==> src/rtl/led7seg_anode_capture.sv <==
// Readback monitor for a multiplexed common-anode 7-segment bus.
// Rebuilds each digit's hex nibble once its pattern has been stable long enough.
module led7seg_anode_capture #(
    parameter int DIGITS = 4,
    parameter int STABLE = 3
) (
    input  logic                  clk,
    input  logic                  rst_n,
    input  logic                  sample_en,
    input  logic                  la,
    input  logic                  lb,
    input  logic                  lc,
    input  logic                  ld,
    input  logic                  le,
    input  logic                  lf,
    input  logic                  lg,
    input  logic [DIGITS-1:0]     an,
    output logic [4*DIGITS-1:0]   value,
    output logic [DIGITS-1:0]     digit_err,
    output logic                  frame_valid
);

    localparam int IW = (DIGITS > 1) ? $clog2(DIGITS) : 1;
    localparam int CW = $clog2(STABLE + 1);

    typedef enum logic [1:0] {IDLE, TRACK, HOLD} state_t;

    state_t          state, state_n;
    logic [IW-1:0]   cand_idx, cand_idx_n;
    logic [6:0]      cand_pat, cand_pat_n;
    logic [CW-1:0]   cnt, cnt_n;
    logic [DIGITS-1:0] seen, seen_n;

    logic [6:0]        pat;
    logic [DIGITS-1:0] sel;
    logic              one_low;
    logic [IW-1:0]     samp_idx;
    logic              is_sample;
    logic              is_ghost;
    logic              same;
    logic              commit;
    logic [DIGITS-1:0] commit_mask;
    logic [4:0]        gl;

    // Returns {legal, nibble} for an active-low pattern.
    function automatic logic [4:0] glyph(input logic [6:0] p);
        logic [4:0] r;
        r = 5'h00;
        case (p)
            7'h01: r = {1'b1, 4'h0};
            7'h4F: r = {1'b1, 4'h1};
            7'h12: r = {1'b1, 4'h2};
            7'h06: r = {1'b1, 4'h3};
            7'h4C: r = {1'b1, 4'h4};
            7'h24: r = {1'b1, 4'h5};
            7'h20: r = {1'b1, 4'h6};
            7'h0F: r = {1'b1, 4'h7};
            7'h00: r = {1'b1, 4'h8};
            7'h04: r = {1'b1, 4'h9};
            7'h08: r = {1'b1, 4'hA};
            7'h60: r = {1'b1, 4'hB};
            7'h31: r = {1'b1, 4'hC};
            7'h42: r = {1'b1, 4'hD};
            7'h30: r = {1'b1, 4'hE};
            7'h38: r = {1'b1, 4'hF};
            default: r = 5'h00;
        endcase
        return r;
    endfunction

    assign pat = {la, lb, lc, ld, le, lf, lg};
    assign sel = ~an;
    assign one_low = (sel != '0) && ((sel & (sel - DIGITS'(1))) == '0);
    assign is_sample = sample_en && one_low;
    assign is_ghost = sample_en && !one_low;
    assign same = (samp_idx == cand_idx) && (pat == cand_pat);
    assign gl = glyph(pat);

    always_comb begin
        samp_idx = '0;
        for (int i = 0; i < DIGITS; i++) begin
            if (sel[i]) samp_idx = IW'(i);
        end
    end

    always_ff @(posedge clk) begin
        if (!rst_n) begin
            state    <= IDLE;
            cand_idx <= '0;
            cand_pat <= '0;
            cnt      <= '0;
        end else begin
            state    <= state_n;
            cand_idx <= cand_idx_n;
            cand_pat <= cand_pat_n;
            cnt      <= cnt_n;
        end
    end

    always_comb begin
        state_n    = state;
        cand_idx_n = cand_idx;
        cand_pat_n = cand_pat;
        cnt_n      = cnt;
        commit     = 1'b0;
        if (is_ghost) begin
            state_n = IDLE;
            cnt_n   = '0;
        end else if (is_sample) begin
            // Any new candidate restarts the stability count at one.
            if (state == IDLE || !same) begin
                cand_idx_n = samp_idx;
                cand_pat_n = pat;
                cnt_n      = CW'(1);
                if (STABLE == 1) begin
                    commit  = 1'b1;
                    state_n = HOLD;
                end else begin
                    state_n = TRACK;
                end
            end else if (state == TRACK) begin
                cnt_n = cnt + CW'(1);
                if (cnt_n == CW'(STABLE)) begin
                    commit  = 1'b1;
                    state_n = HOLD;
                end
            end
        end
    end

    always_comb begin
        commit_mask = '0;
        for (int i = 0; i < DIGITS; i++) begin
            commit_mask[i] = commit && (samp_idx == IW'(i));
        end
        seen_n = ((&seen) ? '0 : seen) | commit_mask;
    end

    always_ff @(posedge clk) begin
        if (!rst_n) begin
            value       <= '0;
            digit_err   <= '0;
            seen        <= '0;
            frame_valid <= 1'b0;
        end else begin
            for (int i = 0; i < DIGITS; i++) begin
                if (commit_mask[i]) begin
                    if (gl[4]) value[4*i +: 4] <= gl[3:0];
                    digit_err[i] <= !gl[4];
                end
            end
            seen        <= seen_n;
            frame_valid <= &seen_n;
        end
    end

endmodule

==> config.mk <==
export PLATFORM = sky130hd
export DESIGN_NAME = led7seg_anode_capture
export DESIGN_NICKNAME = d
export VERILOG_FILES = /design/src/rtl/led7seg_anode_capture.sv
export SDC_FILE = /design/constraint.sdc
export NUM_CORES = 1
export LEC_CHECK = 0
export ABC_AREA = 1
export CAP_MARGIN = 20
export CORE_ASPECT_RATIO = 1.4
export CORE_MARGIN = 2
export CORE_UTILIZATION = 40
export DETAILED_ROUTE_END_ITERATION = 10
export MAX_ROUTING_LAYER = met4
export PLACE_DENSITY = 0.69
export SLEW_MARGIN = 10
export SYNTH_ARGS = -nofsm -noshare
export SYNTH_HDL_FRONTEND = slang
export SYNTH_SLANG_ARGS = --single-unit
export TNS_END_PERCENT = 5
==> constraint.sdc <==
create_clock -name clk -period 1.9 [get_ports clk]
set_input_delay 0.285 -clock clk [delete_from_list [all_inputs] [get_ports clk]]
set_output_delay 0.285 -clock clk [all_outputs]
set_load 0.02 [all_outputs]
==> results of run 1 <==
[worst min-delay path by stage]
stage	from	to	slack, ns	depth (start not counted)
2_1_floorplan	cnt[0]	cnt[0]	0.44	2
3_3_place_gp	cand_pat[6]	cand_pat[6]	0.45	2
3_5_place_dp	value[7]	value[7]	0.46	2
4_1_cts	value[7]	value[7]	0.47	2
5_1_grt	le	cand_pat[2]	0.44	3
6_report	lc	cand_pat[4]	0.40	3
[where the power goes]
part           switching (mW)  leakage (nW)  internal [mW]
Clock                   0.292        0.0714          0.560
Combinational           0.135          1.00         0.0963
Sequential            0.00753         0.308          0.813
[metal layers]
layer | vias up | routed length [um] | global-route usage, %
li1 | 1152 | - | -
met1 | 974 | 2030 | 17.7
met2 | 49 | 2740 | 40.1
met3 | 9 | 146 | 3.49
met4 | 0 | 99 | 7.31
met5 | - | 0 | -
[cells by family after synthesis]
family                   after synthesis
AO/OA/AOI/OAI                         34
adder cells (fa/ha/maj)                1
AND/OR/NAND/NOR                      211
flip-flops                            38
buffers and inverters                 35
[flip-flops by register name, indices dropped and copies added, names as in the netlist]
signal       cells
value           16
digit_err        4
seen             4
cand_idx         2
cnt              2
frame_valid      1
state            2
cand_pat         7
[synth_stat cells (all sizes together)]
cell	count	area [sq um]
buf	2	12.5
nand4	7	43.8
o2111a	1	11.3
clkbuf	3	11.3
dfxtp	38	761
a21oi	18	90.1
inv	30	113
nor3	6	30.0
nor2	65	284
nand2	117	449
nand3	16	90.1
ha	1	12.5
o21ai	15	78.8
[layout by cell type (no fill, tap or decap), types with 9 or more instances in the layout]
cell type and instances:
a21oi_1 18, buf_4 38, clkdlybuf4s50_1 25, dfxtp_1 38, dlymetal6s2s_1 9, inv_1 25
nand2_1 112, nand3_1 14, nor2_1 52, o21ai_0 11
[what timing repair did]
action / 4_1_cts / 5_1_grt
pin swaps: 0 / 2
cloned: 0 / 0
resized for setup: 1 / 15
buffers inserted: 0 / 1
setup endpoints to repair: 2 / 27
hold buffers: 0 / 0
[stage by stage]
stage	utilization (%)	cell area [sq um]
6_report	59.9	2880
3_5_place_dp	55.8	2680
4_1_cts	58.9	2830
3_3_place_gp	55.8	2680
5_1_grt	59.9	2880
2_1_floorplan	-	1990
[layout make-up]
type / count / area, sq um
Inverter: 30 / 113
Tap cell: 64 / 80.1
Multi-Input combinational cell: 246 / 1110
Fill cell: 487 / 1930
Sequential cell: 38 / 761
Timing Repair Buffer: 73 / 668
Clock buffer: 6 / 82.6
Clock inverter: 2 / 60.1
[tightest hold or removal path, cell delays in order]
cell            delay [ns]
dlymetal6s2s_1        0.16
o21ai_0               0.11
a21oi_1               0.10
==> run summary, run 1 <==
Final setup margin: 0.105 ns
CTS sink count: 38
Final setup viols: 0
Synthesized Nets: 334
Critical path type: primary input to flop
Final Hold Vio Count: 0
Clock transition at path regs: 0.07 ns
Skew final: 0.00706 ns
Hold Path Class: primary input to flop
Post-Synth Adder-Cell Area: 0.630%
Power Dens Cells: 661 mW/mm^2
Worst r2r src: cand_pat[2]
1st-iter DRT viols: 86
Placed instance count: 450
CP Capture Point: value[2]
WL/cell: 10.9 um
Gate Count Post-Synth: 319
Via density: 4.76
TritonCTS Buffers: 5
Count of cell types in the netlist: 21
YS warnings: 0
Initial antenna violation count: 0
Number of max-cap violations: 0
HPWL after DPL: 3.90 mm
First-pass GRT wire length: 8.45 mm
RD Place Congestion: 0.880
Fin nets: 409
Mapped cell area: 0.00199 sq mm
FP Rows: 30
Vias in the first global route: 2,097
DP Worst Slack: -0.312 ns
Max Clock Freq: 0.557 GHz
CP required: 2.08 ns
Die Wd: 63.6 um
Mux cell area share after synthesis: 0%
H-tree depth: 2
DRT antenna net count: 0
Worst Setup End Kind: flop
XOR/XNOR share of the synthesized area: 0%
CP startpoint kind: primary input
Layout cells sized above 1: 18.5%
Crit path max-delay family: simple AND/OR/NAND/NOR gates
Sequential element share of the synthesized area: 38.3%
Root buffer cell: clkbuf_8
Final worst path period share: 94.5%
Main combinational cell family by area after synthesis: simple AND/OR/NAND/NOR gates
CP max-delay cell: clkdlybuf4s50_1
Vias: 2,184
Slew Limit Fails: 0
Status: complete, no violations
Initial Util: 41.4%
Largest net degree at the start of global routing: 30
Die Y: 87.4 um
Total wire length: 5.01 mm
Syn avg cell area: 6.23 sq um
CP Launch Point: an[1]
Global route overflow: 0
Flop2flop setup slack: 0.32 ns
Max-slew headroom: 78.1%
Yosys reg bits: 38
Critical Path Max Stage Delay: 0.56 ns
IO Pins: 35
Buf/Inv on CP: 2
R2R Path End: value[2]
Clk_lat worst skew: 0.29 ns
RSZ-0062 raised after global routing: yes
CTS tree: built
Post-synthesis simple-gate area fraction: 45.2%
Port buffer count: 34
Worst Hold Margin: 0.397 ns
Cell chain of the critical path: clkdlybuf4s50_1 -> inv_1 -> nand2_1 -> nand2_1 -> nand2_1 -> nand3_2 -> nor2_4 -> nand3_2 -> nor2_1 -> nand2_1 -> nand3_1 -> o21ai_1
Peak supply drop: 0.000450 V
Crit path DAT: 1.98 ns
Slew at the pin closest to its max-slew limit: 0.327 ns
DR DRC count: 0
Max Buffers Root-to-Sink: 2
Finished Layout Cells: 459
Sum Neg Setup Slack: 0 ns
Drt pass-1 iters: 4
Crit path max fanout: 6
Worst r2r path cells: 11
Leakage: 1.38 nW
Ant diodes: 0
Total power: 1.90 mW
Synth-to-layout area growth: 44.9%
Gr usage total: 19.7%
Crit. path cell count: 12
Core area: 0.00480 sq mm
Top cell by count, worst path: nand2_1
Min cycle time layout: 1.80 ns
DIE AREA: 0.00555 sq mm
Complex-gate fraction of the synthesized area: 9.07%
Note: power is estimated with default switching activity, not from simulation.
==> run 2: changes to the inputs <==
--- a/config.mk
+++ b/config.mk
@@ -17,4 +17,4 @@
 export SYNTH_ARGS = -nofsm -noshare
 export SYNTH_HDL_FRONTEND = slang
 export SYNTH_SLANG_ARGS = --single-unit
-export TNS_END_PERCENT = 5
+export TNS_END_PERCENT = 30
==> run 2 against run 1 <==
  * Via count rose by 0.23%
  * Register-to-register slack is essentially flat
  * Critical path type unchanged
  * Combinational power about the same
  * Critical endpoint unchanged
  * Sequential share of layout area about the same
  * Fmax is 5.2% higher
  * Sequential power about the same
  * Critical path depth unchanged
==> run summary, run 2 (synthesis gave the netlist of run 1 again) <==
Status: complete, no violations
HPWL after DPL: 3.90 mm
Via density: 4.77
Hold buffers post-CTS: 0
Global route overflow: 0
Crit path DAT: 1.89 ns
DP Worst Slack: -0.312 ns
Slew Limit Fails: 0
Top cell by count, worst path: nand2_1
Die Y: 87.4 um
Peak supply drop: 0.000450 V
Power Dens Cells: 661 mW/mm^2
Largest net degree at the start of global routing: 30
First-pass GRT wire length: 8.45 mm
CTS sink count: 38
Crit. path cell count: 12
Biggest register: value
Layout cells sized above 1: 18.5%
Max FFs per register: 16
Drt pass-1 iters: 4
IO Pins: 35
Max-slew headroom: 78.1%
Total power: 1.90 mW
Critical Path Max Stage Delay: 0.49 ns
Worst r2r src: cand_pat[2]
CP Launch Point: an[0]
Final setup viols: 0
Placed Area: 0.00268 sq mm
Clock transition at path regs: 0.07 ns
Worst r2r path cells: 11
Slew at the pin closest to its max-slew limit: 0.327 ns
RD Place Congestion: 0.880
CP startpoint kind: primary input
Die Wd: 63.6 um
TritonCTS Buffers: 5
Vias in the first global route: 2,097
DIE AREA: 0.00555 sq mm
Max Clock Freq: 0.586 GHz
Synth-to-layout area growth: 45.0%
Clk_lat worst skew: 0.29 ns
Initial antenna violation count: 0
Placed instance count: 450
Cell chain of the critical path: clkdlybuf4s50_1 -> inv_1 -> nand2_1 -> nand2_1 -> nand2_1 -> nand3_2 -> nor2_4 -> nand3_2 -> nor2_1 -> nand2_1 -> nand3_1 -> o21ai_1
DRT antenna net count: 0
Port buffer count: 34
Fin area: 0.00288 sq mm
Worst Hold Margin: 0.397 ns
Flop2flop setup slack: 0.32 ns
Hold Path Class: primary input to flop
Gr usage total: 19.7%
Critical path type: primary input to flop
Number of max-cap violations: 0
Root buffer cell: clkbuf_8
Worst Hold Depth: 3
FP Rows: 30
Commonest cells after routing, fill and taps aside: nand2_1 (112), nor2_1 (52), dfxtp_1 (38), buf_4 (38), inv_1 (25)
Crit path max fanout: 6
Top flop regs: value: 16 flops, cand_pat: 7 flops
RSZ-0062 raised after global routing: no
1st-iter DRT viols: 94
Leakage: 1.39 nW
H-tree depth: 2
CP Capture Point: value[2]
DR DRC count: 0
WL/cell: 10.9 um
Core area: 0.00480 sq mm
Skew final: 0.00712 ns
Ant diodes: 0
Crit path max-delay family: simple AND/OR/NAND/NOR gates
CP required: 2.08 ns
Worst Setup End Kind: flop
Most common cell after layout, fill and taps aside: nand2_1
Buf/Inv on CP: 2
Finished Layout Cells: 459
Final worst path period share: 89.8%
CP max-delay cell: clkdlybuf4s50_1
Fin nets: 409
Total wire length: 5.02 mm
CTS tree: built
Initial Util: 41.4%
R2R Path End: value[2]
Vias: 2,189
Max Buffers Root-to-Sink: 2
Min cycle time layout: 1.71 ns
Final setup margin: 0.194 ns
Final Hold Vio Count: 0
==> run 2: layout make-up <==
cell class	count	area, sq um
Clock buffer	6	82.6
Clock inverter	2	60.1
Fill cell	488	1920
Inverter	30	113
Multi-Input combinational cell	246	1110
Sequential cell	38	761
Tap cell	64	80.1
Timing Repair Buffer	73	671
==> run 2: per-stage QoR <==
step           setup TNS (ns)  util, %
2_1_floorplan               0        -
3_3_place_gp            -6.39     55.8
3_5_place_dp            -6.98     55.8
4_1_cts                     0     58.9
5_1_grt                     0     60.0
6_report                    0     60.0
==> run 2: power breakdown <==
part | switching (mW) | internal (mW) | total (mW)
sequential | 0.00752 | 0.813 | 0.820
combinational | 0.135 | 0.0960 | 0.231
clock | 0.292 | 0.560 | 0.852
total | 0.435 | 1.47 | 1.90
==> run 2: worst min-delay path by stage <==
stage	to	slack (ns)	from
after floorplan	cnt[0]	0.44	cnt[0]
after global placement	cand_pat[6]	0.45	cand_pat[6]
after detailed placement	value[7]	0.46	value[7]
after CTS	value[7]	0.47	value[7]
after global routing	cand_pat[2]	0.44	le
final	cand_pat[4]	0.40	lc
==> run 2: repair_timing <==
action	4_1_cts	5_1_grt
pin swaps	0	4
gates cloned	0	0
setup buffers	0	1
resized for setup	1	16
endpoints found under the setup margin	2	27
==> run 2: routing by layer <==
layer	share of wire [%]	GRT usage (%)	routed length, um
met1	41	17.7	2040
met2	54	40.1	2720
met3	3.3	3.49	167
met4	2.0	7.31	99
met5	0	-	0
==> run 2: tightest hold or removal path: stages <==
cell,delay [ns]
dlymetal6s2s_1,0.16
o21ai_0,0.11
a21oi_1,0.10
==> run 3: changes to the inputs <==
--- a/config.mk
+++ b/config.mk
@@ -12,7 +12,7 @@
 export CORE_UTILIZATION = 40
 export DETAILED_ROUTE_END_ITERATION = 10
 export MAX_ROUTING_LAYER = met4
-export PLACE_DENSITY = 0.69
+export PLACE_DENSITY = 0.72
 export SLEW_MARGIN = 10
 export SYNTH_ARGS = -nofsm -noshare
 export SYNTH_HDL_FRONTEND = slang
==> constraint.sdc (replaced) <==
create_clock -name clk -period 1.4 [get_ports clk]
set_input_delay 0.21 -clock clk [delete_from_list [all_inputs] [get_ports clk]]
set_output_delay 0.21 -clock clk [all_outputs]
set_load 0.02 [all_outputs]
==> run 3 against run 2 <==
  * The flow now finishes with violations (setup timing)
  * Register-to-register slack worse by 0.56 ns
  * Die area is the same
  * Critical endpoint is now value[0]
  * Largest power group is now registers
  * Flip-flop and latch count unchanged
  * Critical path type is now flop to flop
  * Sequential share of layout area down 1.6 points
  * First-iteration DRC count rose by 23%
  * Combinational power up 71%
  * Largest cell class unchanged
  * Non-clock buffer count is 19 higher
==> run summary, run 3 (synthesis gave the netlist of run 1 again) <==
CP startpoint kind: flop
Critical Path Max Stage Delay: 0.34 ns
Max-slew headroom: 82.4%
Largest net degree at the start of global routing: 14
Vias: 2,306
Max Clock Freq: 0.611 GHz
Leakage: 1.53 nW
1st-iter DRT viols: 116
Failing checks: setup timing
Flop2flop setup slack: -0.24 ns
RSZ-0062 raised after global routing: yes
Uppermost layer routed: met4
CTS tree: built
Final Hold Vio Count: 0
Skew final: 0.00958 ns
Slew at the pin closest to its max-slew limit: 0.264 ns
Int Pwr: 1.62 mW
DR WL met2: 3.15 mm
Power Dens Cells: 720 mW/mm^2
Crit path DAT: 1.82 ns
Worst r2r src: cand_pat[1]
TritonCTS Buffers: 5
R2R Path End: value[0]
CP required: 1.59 ns
Final worst path period share: 117%
Total power: 2.22 mW
Global route overflow: 0
Final setup viols: 38
Worst r2r path cells: 12
Final core utilization: 64.1%
Die Wd: 63.6 um
Sw power: 604 uW
Die Y: 87.4 um
Met1 WL: 2.18 mm
Status: finished, violations left
DR DRC count: 0
Comb power frac: 17.7%
Commonest cells after routing, fill and taps aside: nand2_1 (104), buf_4 (51), nor2_1 (48)
CTS sink count: 38
CP Launch Point: cand_pat[1]
Min cycle time layout: 1.64 ns
RD Place Congestion: 0.954
WL/cell: 12.1 um
Initial Util: 41.4%
Worst Setup End Kind: flop
Crit path max fanout: 5
Root buffer cell: clkbuf_8
First-pass GRT wire length: 9.23 mm
Ant diodes: 0
Drt pass-1 iters: 4
Critical path type: flop to flop
Fin nets: 428
Cell chain of the critical path: inv_2 -> nand2_1 -> nand2_1 -> nor2_1 -> nand2_1 -> nor2_4 -> buf_12 -> nand4_1 -> nor2_4 -> nand2_1 -> nand2_1 -> nor2_1
Total wire length: 5.78 mm
Gr usage total: 21.8%
Synth-to-layout area growth: 55.1%
Filler Cells Inserted: 479
Hold Path Class: primary input to flop
Top flop regs: value: 16 flops, cand_pat: 7 flops
Clock transition at path regs: 0.08 ns
Final setup margin: -0.236 ns
Max Buffers Root-to-Sink: 2
Peak supply drop: 0.000397 V
Port buffer count: 34
Layout cells sized above 1: 28.1%
HPWL after DPL: 4.19 mm
FP Rows: 30
Initial antenna violation count: 0
DIE AREA: 0.00555 sq mm
Met3 Wirelength: 183 um
Number of max-cap violations: 0
Core area: 0.00480 sq mm
CP max-delay cell: dfxtp_2
Biggest register: value
H-tree depth: 2
Clk network pwr share: 32.0%
IO Pins: 35
Top cell by count, worst path: nand2_1
Slew Limit Fails: 0
Sw Share: 27.2%
DRT antenna net count: 0
Hold buffers post-CTS: 0
Via density: 4.83
Max FFs per register: 16
CP Capture Point: value[0]
Reg power frac: 50.3%
Vias in the first global route: 2,170
Most common cell after layout, fill and taps aside: nand2_1
Clk_lat worst skew: 0.30 ns
-- run 3: cell count changes in the layout (fill, tap and decap cells not counted), sizes merged, moves of 9 or more --
| cell | delta |
|---|---|
| clkdlybuf4s50 | -22 |
| dlymetal6s2s | -9 |
| buf | +18 |
| dlygate4sd2 | +28 |
-- run 3: power by group through the flow --
| stage | clock network, mW | registers (mW) | logic (mW) |
|---|---|---|---|
| 2_1_floorplan | 0 | 1.14 | 0.170 |
| 3_3_place_gp | 0 | 1.14 | 0.328 |
| 3_5_place_dp | 0 | 1.14 | 0.333 |
| 4_1_cts | 0.735 | 1.11 | 0.353 |
| 5_1_grt | 0.773 | 1.12 | 0.432 |
| 6_report | 0.710 | 1.12 | 0.394 |
-- run 3: cell type report --
type	count	area, sq um	area share, %
multi-input cells	246	1220	39.7
repair buffers	92	821	26.6
flip-flops and latches	38	766	24.8
inverters	30	113	3.65
well taps	64	80.1	2.60
clock buffers	5	68.8	2.23
clock inverters	2	10.0	0.325
-- run 3: routing by layer --
layer  global-route usage [%]  vias to the layer above
met2                     41.6                       59
met3                     3.36                       25
li1                         -                     1192
met5                        -                        -
met4                     11.3                        0
met1                     20.8                     1030
-- run 3: worst max-delay path: cells and delay by family, from the launching register on --
| kind | cells | cell delay (ns) |
|---|---|---|
| simple gates | 10 | 1.03 |
| buf+inv | 2 | 0.16 |
| flops | 1 | 0.34 |
-- run 3: through the flow --
| stage | hold slack (ns) | setup TNS (ns) | setup slack (ns) | instance area (sq um) | std cells |
|---|---|---|---|---|---|
| floorplan | 0.389 | 0 | 0.0179 | 1990 | 319 |
| global placement | 0.453 | -23.10 | -0.666 | 2760 | 460 |
| detailed placement | 0.455 | -24.09 | -0.685 | 2760 | 460 |
| CTS | 0.446 | -7.01 | -0.242 | 2940 | 473 |
| global route | 0.342 | -11.43 | -0.386 | 3080 | 477 |
| finish | 0.272 | -6.95 | -0.236 | 3080 | 477 |
-- run 3: repair_timing --
item / CTS / global route
endpoints found under the hold margin: 0 / 0
setup endpoints to repair: 59 / 38
pin swaps: 15 / 22
cloned: 1 / 1
resized for setup: 53 / 29
setup buffers: 5 / 3
-- run 3: worst min path at each step --
stage              from          end  slack [ns]  cells past startpoint
5_1_grt              lc  cand_pat[4]        0.34                      3
6_report             lc  cand_pat[4]        0.27                      3
2_1_floorplan     an[3]    value[15]        0.39                      3
3_5_place_dp   value[7]     value[7]        0.46                      2
3_3_place_gp     cnt[0]       cnt[0]        0.45                      2
4_1_cts              lc  cand_pat[4]        0.45                      3
